$ cat src/rtl/can_pkg.sv
// Constants and types shared by the CAN bit stuffer (TX) and destuffer (RX).
package can_pkg;

  localparam logic       CAN_DOMINANT  = 1'b0;
  localparam logic       CAN_RECESSIVE = 1'b1;
  localparam logic [2:0] CAN_STUFF_RUN = 3'd5;

  typedef enum logic [1:0] {
    TX_IDLE  = 2'd0,
    TX_DATA  = 2'd1,
    TX_STUFF = 2'd2
  } tx_stuff_state_t;

  // Run length after a data bit starts. A bit outside the stuffing region clears the run.
  function automatic logic [2:0] can_next_run(
    input logic       bit_i,
    input logic       last_bit_i,
    input logic [2:0] run_i,
    input logic       stuff_en_i
  );
    logic [2:0] run_o;
    if (!stuff_en_i) begin
      run_o = 3'd0;
    end else if ((bit_i == last_bit_i) && (run_i != 3'd0)) begin
      run_o = run_i + 3'd1;
    end else begin
      run_o = 3'd1;
    end
    return run_o;
  endfunction

endpackage

$ cat src/rtl/can_bit_timer.sv
// Bit-time counter: counts 0..CLKS_PER_BIT-1 while enabled, flags the first and last clock of a bit.
module can_bit_timer #(
  parameter int CLKS_PER_BIT = 10
) (
  input  logic clk_i,
  input  logic rst_i,
  input  logic restart_i,
  input  logic enable_i,
  output logic start_o,
  output logic last_o
);

  localparam int                CNT_W   = (CLKS_PER_BIT > 1) ? $clog2(CLKS_PER_BIT) : 1;
  localparam logic [CNT_W-1:0]  CNT_MAX = CNT_W'(CLKS_PER_BIT - 1);

  logic [CNT_W-1:0] count_q;
  logic [CNT_W-1:0] count_d;

  always_comb begin
    count_d = count_q;
    if (restart_i || !enable_i || (count_q == CNT_MAX)) begin
      count_d = '0;
    end else begin
      count_d = count_q + CNT_W'(1);
    end
  end

  always_ff @(posedge clk_i) begin
    if (rst_i) begin
      count_q <= '0;
    end else begin
      count_q <= count_d;
    end
  end

  assign start_o = enable_i && (count_q == '0);
  assign last_o  = enable_i && (count_q == CNT_MAX);

endmodule

$ cat src/rtl/can_stuff_tx.sv
// CAN TX bit stuffer and serializer: holds each frame bit for one bit time and inserts
// a complemented stuff bit after five identical bits inside the stuffing region.
//
// state    | meaning
// TX_IDLE  | line recessive, ready for the first bit
// TX_DATA  | driving a frame bit for one bit time
// TX_STUFF | driving an inserted stuff bit for one bit time
module can_stuff_tx
  import can_pkg::*;
#(
  parameter int CLKS_PER_BIT = 10
) (
  input  logic       i_Clock,
  input  logic       i_Reset,
  input  logic       i_Bit_Valid,
  input  logic       i_Bit,
  input  logic       i_Stuff_En,
  output logic       o_Bit_Ready,
  output logic       o_Tx_Serial,
  output logic       o_Bit_Strobe,
  output logic       o_Stuff_Active,
  output logic [2:0] o_Run_Count
);

  tx_stuff_state_t state_q, state_d;

  logic       last_bit_q, last_bit_d;
  logic [2:0] run_q, run_d;
  logic       stuff_pending_q, stuff_pending_d;
  logic       tx_q, tx_d;
  logic       strobe_q, strobe_d;
  logic       stuff_active_q, stuff_active_d;

  logic       timer_active;
  logic       timer_start;
  logic       timer_last;
  logic       bit_ready;
  logic       xfer;
  logic       enter_stuff;
  logic [2:0] run_next;

  assign timer_active = (state_q != TX_IDLE);
  assign bit_ready    = !i_Reset && ((state_q == TX_IDLE) || (timer_last && !stuff_pending_q));
  assign xfer         = i_Bit_Valid && bit_ready;
  // A pending stuff bit takes the slot unconditionally; upstream is held off by bit_ready.
  assign enter_stuff  = (state_q == TX_DATA) && timer_last && stuff_pending_q;
  assign run_next     = can_next_run(i_Bit, last_bit_q, run_q, i_Stuff_En);

  can_bit_timer #(
    .CLKS_PER_BIT(CLKS_PER_BIT)
  ) u_bit_timer (
    .clk_i    (i_Clock),
    .rst_i    (i_Reset),
    .restart_i(xfer || enter_stuff),
    .enable_i (timer_active),
    .start_o  (timer_start),
    .last_o   (timer_last)
  );

  always_ff @(posedge i_Clock) begin
    if (i_Reset) begin
      state_q <= TX_IDLE;
    end else begin
      state_q <= state_d;
    end
  end

  always_comb begin
    state_d = state_q;
    unique case (state_q)
      TX_IDLE: begin
        if (xfer) begin
          state_d = TX_DATA;
        end
      end
      TX_DATA, TX_STUFF: begin
        if (timer_last) begin
          if (enter_stuff) begin
            state_d = TX_STUFF;
          end else if (xfer) begin
            state_d = TX_DATA;
          end else begin
            state_d = TX_IDLE;
          end
        end
      end
      default: state_d = TX_IDLE;
    endcase
  end

  always_comb begin
    last_bit_d      = last_bit_q;
    run_d           = run_q;
    stuff_pending_d = stuff_pending_q;
    tx_d            = tx_q;
    strobe_d        = 1'b0;
    stuff_active_d  = stuff_active_q;
    if (xfer) begin
      tx_d            = i_Bit;
      strobe_d        = 1'b1;
      stuff_active_d  = 1'b0;
      run_d           = run_next;
      last_bit_d      = i_Bit;
      stuff_pending_d = i_Stuff_En && (run_next == CAN_STUFF_RUN);
    end else if (enter_stuff) begin
      // The stuff bit opens the next run, so it may itself start a new stuffable run.
      tx_d            = ~last_bit_q;
      strobe_d        = 1'b1;
      stuff_active_d  = 1'b1;
      run_d           = 3'd1;
      last_bit_d      = ~last_bit_q;
      stuff_pending_d = 1'b0;
    end else if (timer_last) begin
      tx_d            = CAN_RECESSIVE;
      stuff_active_d  = 1'b0;
    end
  end

  always_ff @(posedge i_Clock) begin
    if (i_Reset) begin
      last_bit_q      <= CAN_RECESSIVE;
      run_q           <= 3'd0;
      stuff_pending_q <= 1'b0;
      tx_q            <= CAN_RECESSIVE;
      strobe_q        <= 1'b0;
      stuff_active_q  <= 1'b0;
    end else begin
      last_bit_q      <= last_bit_d;
      run_q           <= run_d;
      stuff_pending_q <= stuff_pending_d;
      tx_q            <= tx_d;
      strobe_q        <= strobe_d;
      stuff_active_q  <= stuff_active_d;
    end
  end

  always_ff @(posedge i_Clock) begin
    if (!i_Reset) begin
      assert (timer_start == strobe_q);
    end
  end

  assign o_Bit_Ready    = bit_ready;
  assign o_Tx_Serial    = tx_q;
  assign o_Bit_Strobe   = strobe_q;
  assign o_Stuff_Active = stuff_active_q;
  assign o_Run_Count    = run_q;

endmodule

$ cat config.mk
export PLATFORM = sky130hd
export DESIGN_NAME = can_stuff_tx
export DESIGN_NICKNAME = d
export VERILOG_FILES = /design/src/rtl/can_pkg.sv /design/src/rtl/can_bit_timer.sv /design/src/rtl/can_stuff_tx.sv
export SDC_FILE = /design/constraint.sdc
export NUM_CORES = 1
export LEC_CHECK = 0
export BUFFER_PORTS_ARGS = -buffer_cell sky130_fd_sc_hd__clkbuf_2
export CAP_MARGIN = 20
export CELL_PAD_IN_SITES_DETAIL_PLACEMENT = 0
export CELL_PAD_IN_SITES_GLOBAL_PLACEMENT = 1
export CORE_AREA = 4 4 52 54
export CTS_CLUSTER_DIAMETER = 100
export DETAILED_ROUTE_END_ITERATION = 8
export DIE_AREA = 0 0 56 58
export PLACE_DENSITY = 0.77
export SLEW_MARGIN = 10
export SYNTH_ARGS = -nofsm -noshare
export SYNTH_HDL_FRONTEND = slang
export SYNTH_SLANG_ARGS = --single-unit
$ cat constraint.sdc
create_clock -name i_Clock -period 1.6 [get_ports i_Clock]
set_input_delay 0.08 -clock i_Clock [delete_from_list [all_inputs] [get_ports i_Clock]]
set_output_delay 0.08 -clock i_Clock [all_outputs]
set_load 0.1 [all_outputs]
==> results.cfg <==
[critical_path]
rrSetupSlack_ps = 20
required_ps = 1520
timing.rr.end = last_bit_q
r2r_cells = 7
crit_fanout = 2
crit_path_end_kind = primary output
slowest_delay_ps = 340
critPathSlowestCell = dfxtp_2
worstSetupPathType = flip-flop to primary output
path_cells = inv_2 > ha_4 > nor4bb_4 > or2_4 > buf_6 > nor2b_4 > buf_12
crit_arrival_ps = 1600
start_kind = flip-flop
r2r-start = u_bit_timer.count_q[1]

[yosys]
synth_top_cell_by_area = dfxtp_1
synthSimpleGateAreaFrac_pct = 23.6
yosysMostFrequentCell = dfxtp_1
yosys_warnings = 0
ys_seq_area_share_pct = 35.8
synth_top_cell_area_share_pct = 35.8
synth_top_family_by_area = simple AND/OR/NAND/NOR gates
syn_nets = 101
synth_common_cells = dfxtp_1 (14), inv_1 (9), a21oi_1 (8), ha_1 (7), nor2_1 (7)
synth_area_um2 = 783
synth_edf_count = 0
muxShareOfSynthArea_pct = 0
synth_fa_ha_area_share_pct = 11.2
synth_compound_area_share_pct = 20.6
syn_avg_cell_area_um2 = 8.80
synth_cells = 89
async_flop_share_pct = 0
yosys.cell_types.count = 37
ys.flop_type = dfxtp_1
synth_area_leaders = dfxtp_1 (36%), ha_1 (11%), a21oi_1 (5.1%)
synth_xor_area_share_pct = 3.35
ys_ff_latch = 14

[route]
drt-total-wl_mm = 1.86
ant_nets = 0
avgViaCountPerCell = 5.03
vias = 750
post_drt_wl_per_cell_um = 12.5
drc = 0
drtIter0Drc = 9
dr.pass1.iters = 5

[die]
fp.coreArea_um2 = 2210
die_x_um = 56
dieArea_um2 = 3250
row_count = 17
die_h_um = 58
io_pins = 12
initial_core_util_pct = 35.4

[sta]
setup_tns_ps = -75.3
finalCriticalPeriod_ps = 1680
worst_pin_slew_ps = 550
worst_slack_ps = -75.3
maxSlewViolCount = 0
rsz0062_at_grt = yes
fin_skew_ps = 0.350
fin_hold_ws_ps = 105
relSlewSlack_pct = 63.5
period_share_pct = 105
finalHoldViolCount = 0
setup_viol = 1
max_freq_mhz = 597

[placed_design]
portBuffers = 11
globalplace.congestion = 0.777
dp_hpwl_mm = 1.41

[clocking]
htreeDepth = 1
cts_tree = yes
cts-root-buf = clkbuf_4
clock_sinks = 14
clk_latency_ps = 280
cts_buffers = 3
clockBufferDepth = 2
clk_pin_slew_ps = 80

[grt]
grt_pass1_wl_mm = 3.30
overflow = 0
track_usage_pct = 12.8
grt_pass1_vias = 748
grt_max_degree = 14
antenna_found_initial = 0

[pwr]
ir_drop_mv = 0.506
p_per_area_nw_per_um2 = 726
leakagePower_nw = 0.467

[min_path]
hp-start = i_Bit
holdPathEnd = o_Tx_Serial
hp-class = input pin to flip-flop
hold_path_depth = 3

[run_status]
violations = setup timing
outcome = finished with violations

[cells_and_area]
diodes = 0
layout-drive-gt1-share_pct = 47.9
num-fill-cells = 211
num-nets-final = 134
areaGrowthSynthToFinish_pct = 47.8

[flow_run]
maxCapViolCount = 0
## final cells by class
| cell class | instances | area, um2 | share of cell area (%) |
|---|---|---|---|
| Clock buffer | 4 | 36.3 | 3.14 |
| Inverter | 9 | 36.3 | 3.14 |
| Multi-Input combinational cell | 64 | 534 | 46.2 |
| Sequential cell | 14 | 295 | 25.5 |
| Tap cell | 28 | 35.0 | 3.03 |
| Timing Repair Buffer | 30 | 220 | 19.0 |
## worst max-delay path, delay by kind of cell (launching register included)
family	cells	cell delay (ps)
buf+inv	3	310
flops	1	340
fa+ha+maj	1	150
simple gates	3	500
## what timing repair did
item	4_1_cts	5_1_grt
pin swaps	6	4
setup buffers	5	0
hold buffers	0	0
gates cloned	0	0
gates resized for setup	13	4
setup endpoints to repair	5	9
## flip-flops by register name, indices dropped and copies added (netlist names)
signal and cells:
o_Stuff_Active 1, o_Tx_Serial 1, state_q 2, u_bit_timer.count_q 4, stuff_pending_q 1, o_Run_Count 3
o_Bit_Strobe 1, last_bit_q 1
## through the flow
step / power (mW) / worst slack, ps / cell area [um2] / cells / util [%]
2_1_floorplan: 0.502 / -57.5 / 828 / 89 / -
6_report: 0.841 / -75.3 / 1160 / 149 / 52.3
3_3_place_gp: 0.561 / 21.6 / 1030 / 140 / 46.4
4_1_cts: 0.841 / -97.5 / 1140 / 149 / 51.7
5_1_grt: 0.886 / -169 / 1160 / 149 / 52.3
3_5_place_dp: 0.564 / -0.298 / 1030 / 140 / 46.4
## placed cells by master, fill, tap and decap left out, drive strengths merged, types with 2 or more instances in the layout
cell	Yosys	final
clkbuf	1	14
a21oi	8	8
nor2b	3	3
o21ai	4	4
nand2	4	4
xnor2	2	2
buf	1	20
dfxtp	14	14
nand3	5	5
inv	9	9
nor2	7	7
ha	7	7
or2	2	2
o211ai	2	2
## per-layer routing
metal | GRT usage (%) | part of all wire, %
met2 | 24.4 | 53
met1 | 13.0 | 40
met4 | 2.71 | 0.38
met3 | 5.57 | 6.2
met5 | 0 | 0
## how the worst max path moves through the flow
stage	startpoint	to	cells past startpoint
2_1_floorplan	o_Run_Count[0]	stuff_pending_q	6
3_3_place_gp	u_bit_timer.count_q[1]	last_bit_q	6
3_5_place_dp	state_q[1]	o_Stuff_Active	5
4_1_cts	u_bit_timer.count_q[1]	o_Bit_Ready	7
5_1_grt	u_bit_timer.count_q[1]	o_Bit_Ready	7
6_report	u_bit_timer.count_q[1]	o_Bit_Ready	7
## power breakdown
part	internal (mW)	switching (mW)	total [mW]	leakage, nW
sequential	0.358	0.0102	0.369	0.118
clock	0.139	0.117	0.255	0.0210
combinational	0.0916	0.125	0.217	0.328
total	0.588	0.252	0.841	0.467
## cell families (layout without fill, tap and decap cells)
group                    count (synthesis)  in the layout
AND/OR/NAND/NOR                         30             30
AO/OA/AOI/OAI                           24             24
flip-flops                              14             14
buffers and inverters                   11             43
adder cells (fa/ha/maj)                  7              7
XOR/XNOR                                 3              3
Power figures use the tool's default switching activity.
